--- config.mk ---
export PLATFORM = sky130hd
export DESIGN_NAME = rr_response_router
export DESIGN_NICKNAME = d
export VERILOG_FILES = /design/src/rtl/rr_response_router_pkg.sv /design/src/rtl/rr_id_fifo.sv /design/src/rtl/rr_response_router.sv
export SDC_FILE = /design/constraint.sdc
export NUM_CORES = 1
export LEC_CHECK = 0
export CELL_PAD_IN_SITES_DETAIL_PLACEMENT = 0
export CELL_PAD_IN_SITES_GLOBAL_PLACEMENT = 1
export CORE_ASPECT_RATIO = 0.9
export CORE_MARGIN = 3
export CORE_UTILIZATION = 21
export DETAILED_ROUTE_END_ITERATION = 8
export MAX_ROUTING_LAYER = met4
export PLACE_DENSITY_LB_ADDON = 0.12
export SETUP_SLACK_MARGIN = 0.05
export SLEW_MARGIN = 15
export SYNTH_ARGS = -nofsm -noshare
export SYNTH_HDL_FRONTEND = slang
export SYNTH_SLANG_ARGS = --single-unit
--- constraint.sdc ---
create_clock -name clk -period 1.8 [get_ports clk]
set_input_delay 0.54 -clock clk [delete_from_list [all_inputs] [get_ports clk]]
set_output_delay 0.54 -clock clk [all_outputs]
set_load 0.005 [all_outputs]
--- src/rtl/rr_response_router_pkg.sv ---
// Shared definitions for the round-robin arbiter / response-router pair:
// port-ID width helper and the default port-ID type.
package rr_response_router_pkg;

    function automatic int rr_port_w(input int num_ports);
        return (num_ports <= 1) ? 1 : $clog2(num_ports);
    endfunction

    localparam int RR_DEFAULT_NUM_PORTS = 2;

    typedef logic [rr_port_w(RR_DEFAULT_NUM_PORTS)-1:0] rr_port_id_t;

endpackage

--- src/rtl/rr_id_fifo.sv ---
// Circular ID FIFO: push/pop with head-before-write semantics; a push into a
// full FIFO is accepted only when a pop frees a slot in the same cycle.
module rr_id_fifo
    import rr_response_router_pkg::*;
#(
    parameter int  DEPTH = 4,
    parameter int  WIDTH = 1,
    localparam int AW    = $clog2(DEPTH),
    localparam int CW    = $clog2(DEPTH + 1)
) (
    input  logic             clk,
    input  logic             rst,
    input  logic             push,
    input  logic             pop,
    input  logic [WIDTH-1:0] din,
    output logic [WIDTH-1:0] head,
    output logic [CW-1:0]    count,
    output logic             full
);

    localparam logic [CW-1:0] FULL_CNT = CW'(DEPTH);

    logic [WIDTH-1:0] r_mem [DEPTH];
    logic [AW-1:0]    r_wr_ptr;
    logic [AW-1:0]    r_rd_ptr;
    logic [CW-1:0]    r_count;
    logic             w_pop_ok;
    logic             w_push_ok;

    assign w_pop_ok  = pop && (r_count != '0);
    assign w_push_ok = push && ((r_count != FULL_CNT) || w_pop_ok);

    always_ff @(posedge clk) begin
        if (rst) begin
            r_wr_ptr <= '0;
            r_rd_ptr <= '0;
            r_count  <= '0;
        end else begin
            if (w_push_ok) r_wr_ptr <= r_wr_ptr + AW'(1);
            if (w_pop_ok)  r_rd_ptr <= r_rd_ptr + AW'(1);
            case ({w_push_ok, w_pop_ok})
                2'b10:   r_count <= r_count + CW'(1);
                2'b01:   r_count <= r_count - CW'(1);
                default: r_count <= r_count;
            endcase
        end
    end

    // Storage carries no reset: stale IDs are unreachable once pointers clear.
    always_ff @(posedge clk) begin
        if (w_push_ok) r_mem[r_wr_ptr] <= din;
    end

    assign head  = r_mem[r_rd_ptr];
    assign count = r_count;
    assign full  = (r_count == FULL_CNT);

endmodule

--- src/rtl/rr_response_router.sv ---
// Steers in-order responses back to the requester that issued them.
// Define RR_RESPONSE_ROUTER_OUTPUT_REG_EN to register the per-port outputs.
module rr_response_router
    import rr_response_router_pkg::*;
#(
    parameter int  NUM_PORTS       = 2,
    parameter int  MAX_OUTSTANDING = 4,
    parameter int  DATA_WIDTH      = 32,
    localparam int PORT_W          = rr_port_w(NUM_PORTS),
    localparam int CNT_W           = $clog2(MAX_OUTSTANDING + 1)
) (
    input  logic                  clk,
    input  logic                  rst,
    input  logic                  issue,
    input  logic [PORT_W-1:0]     issue_port,
    output logic                  full,
    output logic [CNT_W-1:0]      outstanding,
    input  logic                  rsp_valid,
    input  logic [DATA_WIDTH-1:0] rsp_data,
    output logic [NUM_PORTS-1:0]  port_rsp_valid,
    output logic [DATA_WIDTH-1:0] port_rsp_data,
    output logic                  overflow,
    output logic                  underflow
);

    logic [PORT_W-1:0]    w_head;
    logic [CNT_W-1:0]     w_count;
    logic                 w_full;
    logic                 w_empty;
    logic                 w_pop;
    logic [NUM_PORTS-1:0] w_vld;
    logic                 r_overflow;
    logic                 r_underflow;

    rr_id_fifo #(
        .DEPTH (MAX_OUTSTANDING),
        .WIDTH (PORT_W)
    ) u_id_fifo (
        .clk   (clk),
        .rst   (rst),
        .push  (issue),
        .pop   (w_pop),
        .din   (issue_port),
        .head  (w_head),
        .count (w_count),
        .full  (w_full)
    );

    assign w_empty = (w_count == '0);
    assign w_pop   = rsp_valid && !w_empty;

    generate
        if (NUM_PORTS == 1) begin : g_single
            assign w_vld = NUM_PORTS'(w_pop);
        end else begin : g_multi
            always_comb begin
                w_vld = '0;
                for (int i = 0; i < NUM_PORTS; i++) begin
                    w_vld[i] = w_pop && (w_head == PORT_W'(i));
                end
            end
        end
    endgenerate

    // Both error flags are sticky until reset.
    always_ff @(posedge clk) begin
        if (rst) begin
            r_overflow  <= 1'b0;
            r_underflow <= 1'b0;
        end else begin
            if (issue && w_full && !w_pop) r_overflow  <= 1'b1;
            if (rsp_valid && w_empty)      r_underflow <= 1'b1;
        end
    end

`ifdef RR_RESPONSE_ROUTER_OUTPUT_REG_EN
    logic [NUM_PORTS-1:0]  r_port_rsp_valid;
    logic [DATA_WIDTH-1:0] r_port_rsp_data;

    always_ff @(posedge clk) begin
        if (rst) begin
            r_port_rsp_valid <= '0;
            r_port_rsp_data  <= '0;
        end else begin
            r_port_rsp_valid <= w_vld;
            r_port_rsp_data  <= rsp_data;
        end
    end

    assign port_rsp_valid = r_port_rsp_valid;
    assign port_rsp_data  = r_port_rsp_data;
`else
    assign port_rsp_valid = w_vld;
    assign port_rsp_data  = rsp_data;
`endif

    assign full        = w_full;
    assign outstanding = w_count;
    assign overflow    = r_overflow;
    assign underflow   = r_underflow;

endmodule

Yosys cells after proc, flatten, opt, wreduce, memory -nomap -nowiden. Memories as Yosys holds them, arrays and structs flattened. A register that Yosys moved wholly into a read port is not among the register bits. Index checks and enable logic that the tools add are counted.

Word-level logic and storage cells: 34. Bits in registers: 9. RAM bits: 4. Memories: 1.

Memory list: u_id_fifo.r_mem (words 4, bits a word 1, read ports 1, clocked after Yosys merged registers in 1, wr ports 1, line rr_id_fifo.sv:23) `logic [WIDTH-1:0] r_mem [DEPTH];`.

Mux-type cells: 5. Equal/unequal tests: 4. Reductions and logical operators: 14. Add/sub/neg operators: 4. Bitwise operators: 1.

Operators by type and width (number): logical AND 1 bit (8); case mux 3 bit (2 select lines) (1); adder 2 x 1 -> 2 bit, second input constant (2); two-way mux 2 bit (2); adder 3 x 1 -> 3 bit, second input constant (1); == test 3 bit, second input constant (1); zero test 3 bit (1); != test 3 bit, second input constant (1); nonzero test 3 bit (1); subtractor 3 x 1 -> 3 bit, second input constant (1); == test 2 x 1 -> 1 bit, second input constant (1); == test 2 bit, second input constant (1); zero test 1 bit (2); two-way mux 1 bit (2); nonzero test 2 bit (1); logical OR 1 bit (1); inverter 1 bit (1).

Depth between registers and ports, before layout. Gate-level depths: netlist of run 1.

Depth in word-level cells: 8. Depth in mapped cells: 7.

Hierarchy. Synthesis of run 1 repeated with hierarchy kept, for this count alone.

Cells, all modules: 106. Area total of the unflattened synthesis: 996.0 sq um.

Modules (own cells, without submodules): rr_id_fifo (seq. area each 300.3 sq um, cells an instance 62, times used 1, area each 653.1 sq um); rr_response_router (seq. area each 40.0 sq um, cells an instance 44, times used 1, area each 342.8 sq um).

Worst setup path before layout of run 1. OpenSTA, ideal clock, no wires.

Kind: input -> register. From: in rsp_valid. To: reg u_id_fifo.r_count[1] (netlist: u_id_fifo.count[1]). Setup slack: -126 ps. Path buffers: 1. Stages on the path: 7. Arrival time: 1831 ps. Library setup time: 95 ps. Required time: 1705 ps. Cell sequence: buf_2 o31ai_2 nand2b_1 fa_1 inv_1 o2111ai_1 a221oi_1.

Longest elaborated chain between the ends: 6. Elaborated cells between the ends (all ways): 8. Those cells by class: eq/ne (2); mux (1); reduce/logical (5).

RTL lines: start: declaration (line rr_response_router.sv:18) `input logic rsp_valid,`; logical AND 1 bit (*) (line rr_response_router.sv:50) `assign w_pop = rsp_valid && !w_empty;`; logical AND 1 bit (*) (line rr_id_fifo.sv:30) `assign w_pop_ok = pop && (r_count != '0);`; logical OR 1 bit (line rr_id_fifo.sv:31) `assign w_push_ok = push && ((r_count != FULL_CNT) || w_pop_ok);`; logical AND 1 bit (line rr_id_fifo.sv:31); == test 2 x 1 -> 1 bit / == test 2 bit (equally long branches) (line rr_id_fifo.sv:41) `case ({w_push_ok, w_pop_ok})`; case mux 3 bit (2 select lines) / nonzero test 2 bit (equally long branches); end signal: assignment (line rr_id_fifo.sv:42) `2'b10: r_count <= r_count + CW'(1);`; end signal: assignment (line rr_id_fifo.sv:43) `2'b01: r_count <= r_count - CW'(1);`; end signal: assignment (line rr_id_fifo.sv:44) `default: r_count <= r_count;`; end: declaration (line rr_id_fifo.sv:26) `logic [CW-1:0] r_count;`.

Every way passes the cells marked *; elsewhere a longest branch is shown, timed or not. A chain may end at the register's enable or synchronous reset.

==> impl_metrics.ini, run 1 <==
[status]
status = finished with violations
violations = negative setup slack

[worst_setup_path]
path_cells = mux4_2 > nor2b_4 > clkbuf_2
critPathMaxStageDelay_ns = 0.47
crit_arrival_ns = 1.33
cp_max_fo = 2
worst_path_max_delay_cell = mux4_2
crit_type = flip-flop to output pin
startpoint_type = flip-flop
crit_required_ns = 1.26
cp_top_family = multiplexers
critPathBufInv = 1
crit_path_end_kind = output pin

[finish]
regArea_sq_um = 352
area_delta_synth_final_pct = 13.7
multi_input_area_sq_um = 424
fin_nets = 149
antenna_cells = 0
fill_cells = 505
drive_above_1_share = 0.358

[logic_synthesis]
synth.largest_area_cell = buf_4
ys.flop_type = dfxtp_1
syn_nets = 153
synth_xor_area_frac = 0.0343
synth_cell_types = 32
synth_top_family_by_area = buffers and inverters
synthAdderAreaFrac = 0.0686
syn_inst = 111
yosys_register_bits = 15
synth_common_cells = buf_4, dfxtp_1, nor2_1
yosysMostFrequentCell = buf_4
syn-cell-area_sq_mm = 0.00102
synth-simple-area-share = 0.142
synth-async-reset-ratio = 0
synth_compound_area_frac = 0.105
synth_top_area_share = 0.235
ys_seq_area_frac = 0.333
synth.area.mux_share = 0.0221
synth_edf_count = 4
avgSynthCellArea_sq_um = 9.20
yosys_warnings = 0
netlist_top_cells_area = buf_4, dfxtp_1, edfxtp_1

[timing]
fin_crit_ns = 1.87
final_max_slew_viol_count = 0
setup_viol = 2
skew_ns = 0.00143
rsz0062_at_grt = yes
finalHoldViolCount = 0
worst_pin_slew_ns = 0.395
setup_ws_ns = -0.0698
holdWs_ns = 0.488
fin_crit_sh = 1.04
fmax_ghz = 0.535
fin_setup_tns_ns = -0.118
worst_slew_margin_rel = 0.734

[cts]
insertion_delay_ns = 0.25
ctsLongestPathBuffers = 2
cts.sinks = 15
htreeDepth = 1
root_buffer = clkbuf_8
cts_tree = yes
clk_pin_slew_ns = 0.06
hold_buffers = 0
numCtsBuffers = 3

[floorplan]
num_rows = 23
die_x_um = 79.5
fp.dieH_um = 72.2
core_sq_mm = 0.00458
initial_core_util = 0.223
ios = 77
dieArea_sq_mm = 0.00574

[drt]
ant_nets = 0
wirelength_um = 2140
via_count = 680
drc = 0
via_per_inst = 4.05
dr.pass1.iters = 2
routedWlPerCell_um = 12.8
drt_iter0_markers = 31

[pwr]
power_w = 0.000966
p_sw_frac = 0.288
pwr-share-comb = 0.294
seqPwrFrac = 0.423
clkPwrFrac = 0.283
ir_drop_mv = 0.210
internal_power_w = 0.000688
p_sw_w = 0.000278
p_leak_nw = 0.482
powerDensity_mw_per_mm2 = 832

[global_routing]
antenna_found_initial = 0
grt_pass1_wl_um = 3550
grt_usage = 0.0825
grt_max_degree = 15
grt_pass1_vias = 694
gr-total-overflow = 0

[flow_run]
maxCapViolCount = 0

[placed_design]
portBuffers = 12
dp_hpwl_um = 1560
place_congestion = 0.678

[min_path]
hold_class = flip-flop to flip-flop
## per-layer routing
layer	up-vias	share of wire	track usage
met5	-	0	-
met4	0	0.026	0.0458
met3	12	0.075	0.0261
met2	23	0.40	0.107
met1	313	0.49	0.112
li1	332	-	-
## logic make-up after synthesis
group           Yosys count
mux                       1
simple gates             26
buf+inv                  45
fa+ha+maj                 5
compound gates           15
xor+xnor                  4
flops                    15
## final timing paths
kind / startpoint / end / slack, ns / cells past startpoint
setup / recovery: u_id_fifo.r_mem[1] / port_rsp_valid[1] / -0.07 / 3
hold / removal: underflow / underflow / 0.49 / 2
setup reg to reg: u_id_fifo.count[1] / u_id_fifo.count[1] / 0.10 / 6
hold reg to reg: underflow / underflow / 0.49 / 2
## layout by cell type (no fill, tap or decap), drive strengths merged, types with 2 or more instances in the layout
master / synthesis / routed
a31oi: 2 / 2
o31ai: 2 / 2
edfxtp: 4 / 4
xor2: 4 / 4
dlygate4sd2: 0 / 4
buf: 36 / 18
o21ai: 2 / 2
clkbuf: 2 / 5
nand3: 4 / 4
inv: 7 / 7
ha: 4 / 4
nand2b: 2 / 2
and3: 4 / 4
nor2: 9 / 9
dfxtp: 11 / 11
a21oi: 3 / 3
o2111ai: 2 / 2
clkdlybuf4s50: 0 / 5
## layout make-up
| cell class | count | share of cell area |
|---|---|---|
| clock inverters | 1 | 0.00431 |
| inverters | 7 | 0.0226 |
| repair buffers | 29 | 0.203 |
| flip-flops and latches | 15 | 0.303 |
| multi-input cells | 51 | 0.365 |
| well taps | 62 | 0.0668 |
| clock buffers | 3 | 0.0356 |
## power groups by stage
stage	combinational (W)	clock (W)	sequential, W
detailed placement	0.000248	0	0.000413
floorplan	0.000213	0	0.000403
global placement	0.000250	0	0.000414
global route	0.000319	0.000310	0.000413
finish	0.000284	0.000274	0.000408
CTS	0.000252	0.000292	0.000409
## metrics by stage
| step | cells | cell area, sq um | util | setup slack, ns |
|---|---|---|---|---|
| floorplan | 111 | 1070 | - | 0.0144 |
| global placement | 159 | 1060 | 0.232 | -0.552 |
| detailed placement | 159 | 1060 | 0.232 | -0.564 |
| CTS | 166 | 1130 | 0.247 | -0.201 |
| global route | 168 | 1160 | 0.254 | -0.130 |
| finish | 168 | 1160 | 0.254 | -0.0698 |
## what timing repair did
item | in CTS | in global routing
gates resized for setup | 16 | 9
pin swaps | 3 | 4
setup endpoints to repair | 14 | 4
buffers inserted | 3 | 2
## worst min-delay path, cell delays in order, from the launching register on
cell and delay, ns:
dfxtp_1 0.34, a31oi_1 0.04, nor2_1 0.07
No activity file was read; power rests on OpenSTA's default activity.
==> inputs of run 2 (changes only) <==
CORE_UTILIZATION = 23   (was 21)
clock period = 1.95 ns   (was 1.8 ns; I/O delays follow)
==> run 2 against run 1 <==
Compared with the run above:
- the flow now finishes without violations
- combinational power decreased by 24%
- clock power decreased by 6%
- non-clock buffer count decreased by 5
- design area decreased by 5.5%
- via count decreased by 0.44%
- clock skew about the same
- critical path depth unchanged
- routed wire length decreased by 6.6%
==> impl_metrics.ini, run 2 (synthesized netlist as in run 1, its figures left out) <==
[floorplan]
dieArea_sq_mm = 0.00528
initial_core_util = 0.244
ios = 77
num_rows = 22
core_sq_mm = 0.00418
fp.dieH_um = 69.2
die_x_um = 76.2

[timing]
worst_pin_slew_ns = 0.437
setup_viol = 0
finalHoldViolCount = 0
rsz0062_at_grt = yes
fin_setup_tns_ns = 0
skew_ns = 0.00178
final_max_slew_viol_count = 0
fin_crit_sh = 0.989
fin_crit_ns = 1.93
worst_slew_margin_rel = 0.705
fmax_ghz = 0.519

[cts]
clk_pin_slew_ns = 0.07
cts_tree = yes
numCtsBuffers = 3
ctsLongestPathBuffers = 2
root_buffer = clkbuf_8
htreeDepth = 1
insertion_delay_ns = 0.25
cts.sinks = 15

[pwr]
power_w = 0.000857
powerDensity_mw_per_mm2 = 781
seqPwrFrac = 0.447
clkPwrFrac = 0.300
p_leak_nw = 0.447
p_sw_w = 0.000246
ir_drop_mv = 0.251
pwr-share-comb = 0.253
internal_power_w = 0.000611
p_sw_frac = 0.287

[drt]
ant_nets = 0
wirelength_um = 2000
drt_iter0_markers = 24
via_per_inst = 4.20
dr.pass1.iters = 5
routedWlPerCell_um = 12.4
via_count = 677
drc = 0

[finish]
drive_above_1_share = 0.287
fin_nets = 144
antenna_cells = 0
layout_commonest_cell = buf_4
layout_common_cells = buf_4, nor2_1, dfxtp_1
area_delta_synth_final_pct = 7.48

[global_routing]
grt_max_degree = 15
gr-total-overflow = 0
grt_pass1_vias = 654
grt_pass1_wl_um = 3210
antenna_found_initial = 0
grt_usage = 0.0803

[worst_setup_path]
worst_path_max_delay_cell = mux4_2
critPathBufInv = 1
cp_max_fo = 2
crit_required_ns = 1.36
crit_type = flip-flop to output pin
critPathMaxStageDelay_ns = 0.49
crit_path_end_kind = output pin
crit_arrival_ns = 1.34
startpoint_type = flip-flop
cp_top_family = multiplexers
path_cells = mux4_2 > nor2b_4 > buf_2

[min_path]
hold_class = flip-flop to flip-flop

[placed_design]
portBuffers = 12
dp_hpwl_um = 1560
place_congestion = 0.685

[status]
status = completed

[flow_run]
maxCapViolCount = 0
==> run 2: cell count changes in the layout (fill, tap and decap cells not counted), moves of 2 or more <==
cell	previous run	this run
nand2b_4	2	0
buf_4	15	12
buf_6	2	0
clkbuf_2	2	0
dfxtp_4	3	1
nand2b_1	0	2
dfxtp_2	0	3
==> run 2: final cells by class <==
class,count,area (sq um)
clock buffer,3,41.3
clock inverter,1,5.00
fill,469,3090
inverter,7,26.3
multi-input combinational,51,403
sequential,15,348
tap,60,75.1
timing repair buffer,24,199
==> run 2: final timing paths <==
path	slack, ns	startpoint	to	depth (start not counted)
setup reg to reg	0.20	u_id_fifo.count[0]	u_id_fifo.count[1]	6
setup / recovery	0.02	u_id_fifo.r_mem[3]	port_rsp_valid[1]	3
hold / removal	0.49	underflow	underflow	2
hold reg to reg	0.49	underflow	underflow	2
==> run 2: metrics by stage <==
step / setup slack (ns) / hold slack, ns / utilization / area [sq um] / cells
after floorplan: 0.0719 / 0.460 / - / 1040 / 111
after global placement: -0.481 / 0.455 / 0.247 / 1030 / 156
after detailed placement: -0.487 / 0.460 / 0.247 / 1030 / 156
after CTS: -0.0179 / 0.487 / 0.256 / 1070 / 160
after global routing: -0.0232 / 0.517 / 0.262 / 1100 / 161
final: 0.0218 / 0.491 / 0.262 / 1100 / 161
==> run 2: repair_timing <==
item | in CTS | in global routing
hold buffers | 0 | 0
cloned | 0 | 0
setup endpoints to repair | 12 | 6
gates resized for setup | 16 | 4
pin swaps | 3 | 3
buffers inserted | 0 | 1
==> run 2: power groups by stage <==
| stage | Sequential [W] | Clock (W) | Combinational, W |
|---|---|---|---|
| global placement | 0.000388 | 0 | 0.000210 |
| floorplan | 0.000370 | 0 | 0.000187 |
| CTS | 0.000382 | 0.000271 | 0.000203 |
| finish | 0.000383 | 0.000257 | 0.000217 |
| detailed placement | 0.000387 | 0 | 0.000210 |
| global route | 0.000388 | 0.000282 | 0.000242 |
==> run 2: worst min-delay path, cell delays in order, from the launching register on <==
cell	delay, ns
dfxtp_1	0.34
a31oi_1	0.05
nor2_1	0.07
==> run 2: routing by layer <==
metal / vias up / track usage / share of wire
met1: 309 / 0.102 / 0.48
met4: 0 / 0.0382 / 0.032
met5: - / - / 0
li1: 320 / - / -
met2: 34 / 0.101 / 0.41
met3: 14 / 0.0442 / 0.083
==> inputs of run 3 (changes only) <==
MAX_ROUTING_LAYER = default   (was met4)
==> run 3 against run 2 <==
Compared with the run above:
- register-to-register slack barely moved
- first-iteration DRC count increased by 4.2%
- power barely moved
- clock power hardly changed
- routed wire length decreased by 0.15%
- worst setup slack barely moved
- critical path type unchanged
- critical path depth is the same
- final cell count stayed put
- sequential cell count did not move
- clock-buffer cell count did not move
- critical endpoint unchanged
==> impl_metrics.ini, run 3 (synthesized netlist as in run 1, its figures left out) <==
[worst_setup_path]
critPathMaxStageDelay_ns = 0.49
crit_arrival_ns = 1.34
timing.rr.start = u_id_fifo.count[0]
rrSetupSlack_ns = 0.21
crit_path_end_kind = output pin
r2r_cells = 6
startpoint = u_id_fifo.r_mem[3]
crit_required_ns = 1.36
cp_max_fo = 2
crit_type = flip-flop to output pin
cp-endpoint = port_rsp_valid[1]
path_cells = mux4_2 > nor2b_4 > buf_2
cp_num_cells = 3
startpoint_type = flip-flop
worst_path_max_delay_cell = mux4_2
cp_top_family = multiplexers
reg2reg_to = u_id_fifo.count[1]
critPathBufInv = 1

[timing]
holdWs_ns = 0.491
setup_viol = 0
skew_ns = 0.00182
worst_pin_slew_ns = 0.437
fin_setup_tns_ns = 0
worst_slew_margin_rel = 0.705
finalHoldViolCount = 0
fin_crit_ns = 1.93
fmax_ghz = 0.519
setup_ws_ns = 0.0221
fin_crit_sh = 0.989
rsz0062_at_grt = yes
final_max_slew_viol_count = 0

[cts]
ctsLongestPathBuffers = 2
numCtsBuffers = 3
htreeDepth = 1
hold_buffers = 0
cts_tree = yes
insertion_delay_ns = 0.25
cts.sinks = 15
clk_pin_slew_ns = 0.07
root_buffer = clkbuf_8

[placed_design]
dp_hpwl_um = 1560
dpl.cell_count = 156
place_ws_ns = -0.487
placed_cell_area_sq_mm = 0.00103
place_congestion = 0.678
portBuffers = 12

[drt]
via_count = 677
ant_nets = 0
via_per_inst = 4.20
dr.pass1.iters = 5
drt_iter0_markers = 25
routedWlPerCell_um = 12.4
drc = 0
wirelength_um = 2000

[min_path]
hold_class = flip-flop to flip-flop

[finish]
finalInstanceArea_sq_mm = 0.00110
fin_cells = 161
antenna_cells = 0
layout_common_cells = buf_4, nor2_1, dfxtp_1
area_delta_synth_final_pct = 7.48
layout_commonest_cell = buf_4
fin_nets = 144
fill_cells = 469
drive_above_1_share = 0.287

[pwr]
powerDensity_mw_per_mm2 = 781
ir_drop_mv = 0.251
p_leak_nw = 0.447

[floorplan]
num_rows = 22
fp.dieH_um = 69.2
die_x_um = 76.2
dieArea_sq_mm = 0.00528
initial_core_util = 0.244
core_sq_mm = 0.00418
ios = 77

[status]
status = completed

[global_routing]
antenna_found_initial = 0
grt_max_degree = 15
grt_pass1_vias = 652
grt_pass1_wl_um = 3220
grt_usage = 0.0784
gr-total-overflow = 0

[flow_run]
maxCapViolCount = 0
run 3: stage by stage:
step / util / total power, W
finish: 0.262 / 0.000857
global route: 0.262 / 0.000913
CTS: 0.256 / 0.000856
detailed placement: 0.247 / 0.000597
global placement: 0.247 / 0.000598
floorplan: - / 0.000558
run 3: routing by layer:
| metal | vias to the layer above | part of all wire | global-route usage |
|---|---|---|---|
| li1 | 320 | - | - |
| met3 | 14 | 0.083 | 0.0442 |
| met4 | 0 | 0.034 | 0.0382 |
| met1 | 309 | 0.48 | 0.103 |
| met5 | - | 0 | 0 |
| met2 | 34 | 0.40 | 0.100 |
run 3: report_power, final:
part / switching, W / leakage [nW] / internal, W
clock: 0.000115 / 0.0255 / 0.000141
sequential: 0.0000316 / 0.129 / 0.000352
combinational: 0.0000992 / 0.293 / 0.000117
total: 0.000246 / 0.447 / 0.000611
run 3: repair_timing:
action / CTS / global route
buffers inserted: 0 / 1
pin swaps: 3 / 3
gates resized for setup: 16 / 4
endpoints found under the setup margin: 12 / 6
run 3: final cells by class:
class,instances,area [sq um],share of cell area
Timing Repair Buffer,24,199,0.181
Tap cell,60,75.1,0.0684
Clock inverter,1,5.00,0.00456
Sequential cell,15,348,0.317
Inverter,7,26.3,0.0239
Clock buffer,3,41.3,0.0376
Multi-Input combinational cell,51,403,0.367
run 3: how the worst min path moves through the flow:
stage | slack [ns] | depth (start not counted) | start | endpoint
finish | 0.49 | 2 | underflow | underflow
global route | 0.52 | 2 | underflow | underflow
detailed placement | 0.46 | 2 | overflow | overflow
CTS | 0.49 | 2 | underflow | underflow
floorplan | 0.46 | 2 | overflow | overflow
global placement | 0.46 | 2 | overflow | overflow
run 3: worst register-to-register path: stages, from the launching register on:
cell       delay, ns
dfxtp_2         0.36
o31ai_4         0.25
nand2b_1        0.15
fa_1            0.45
inv_1           0.07
o2111ai_1       0.12
a221oi_2        0.25
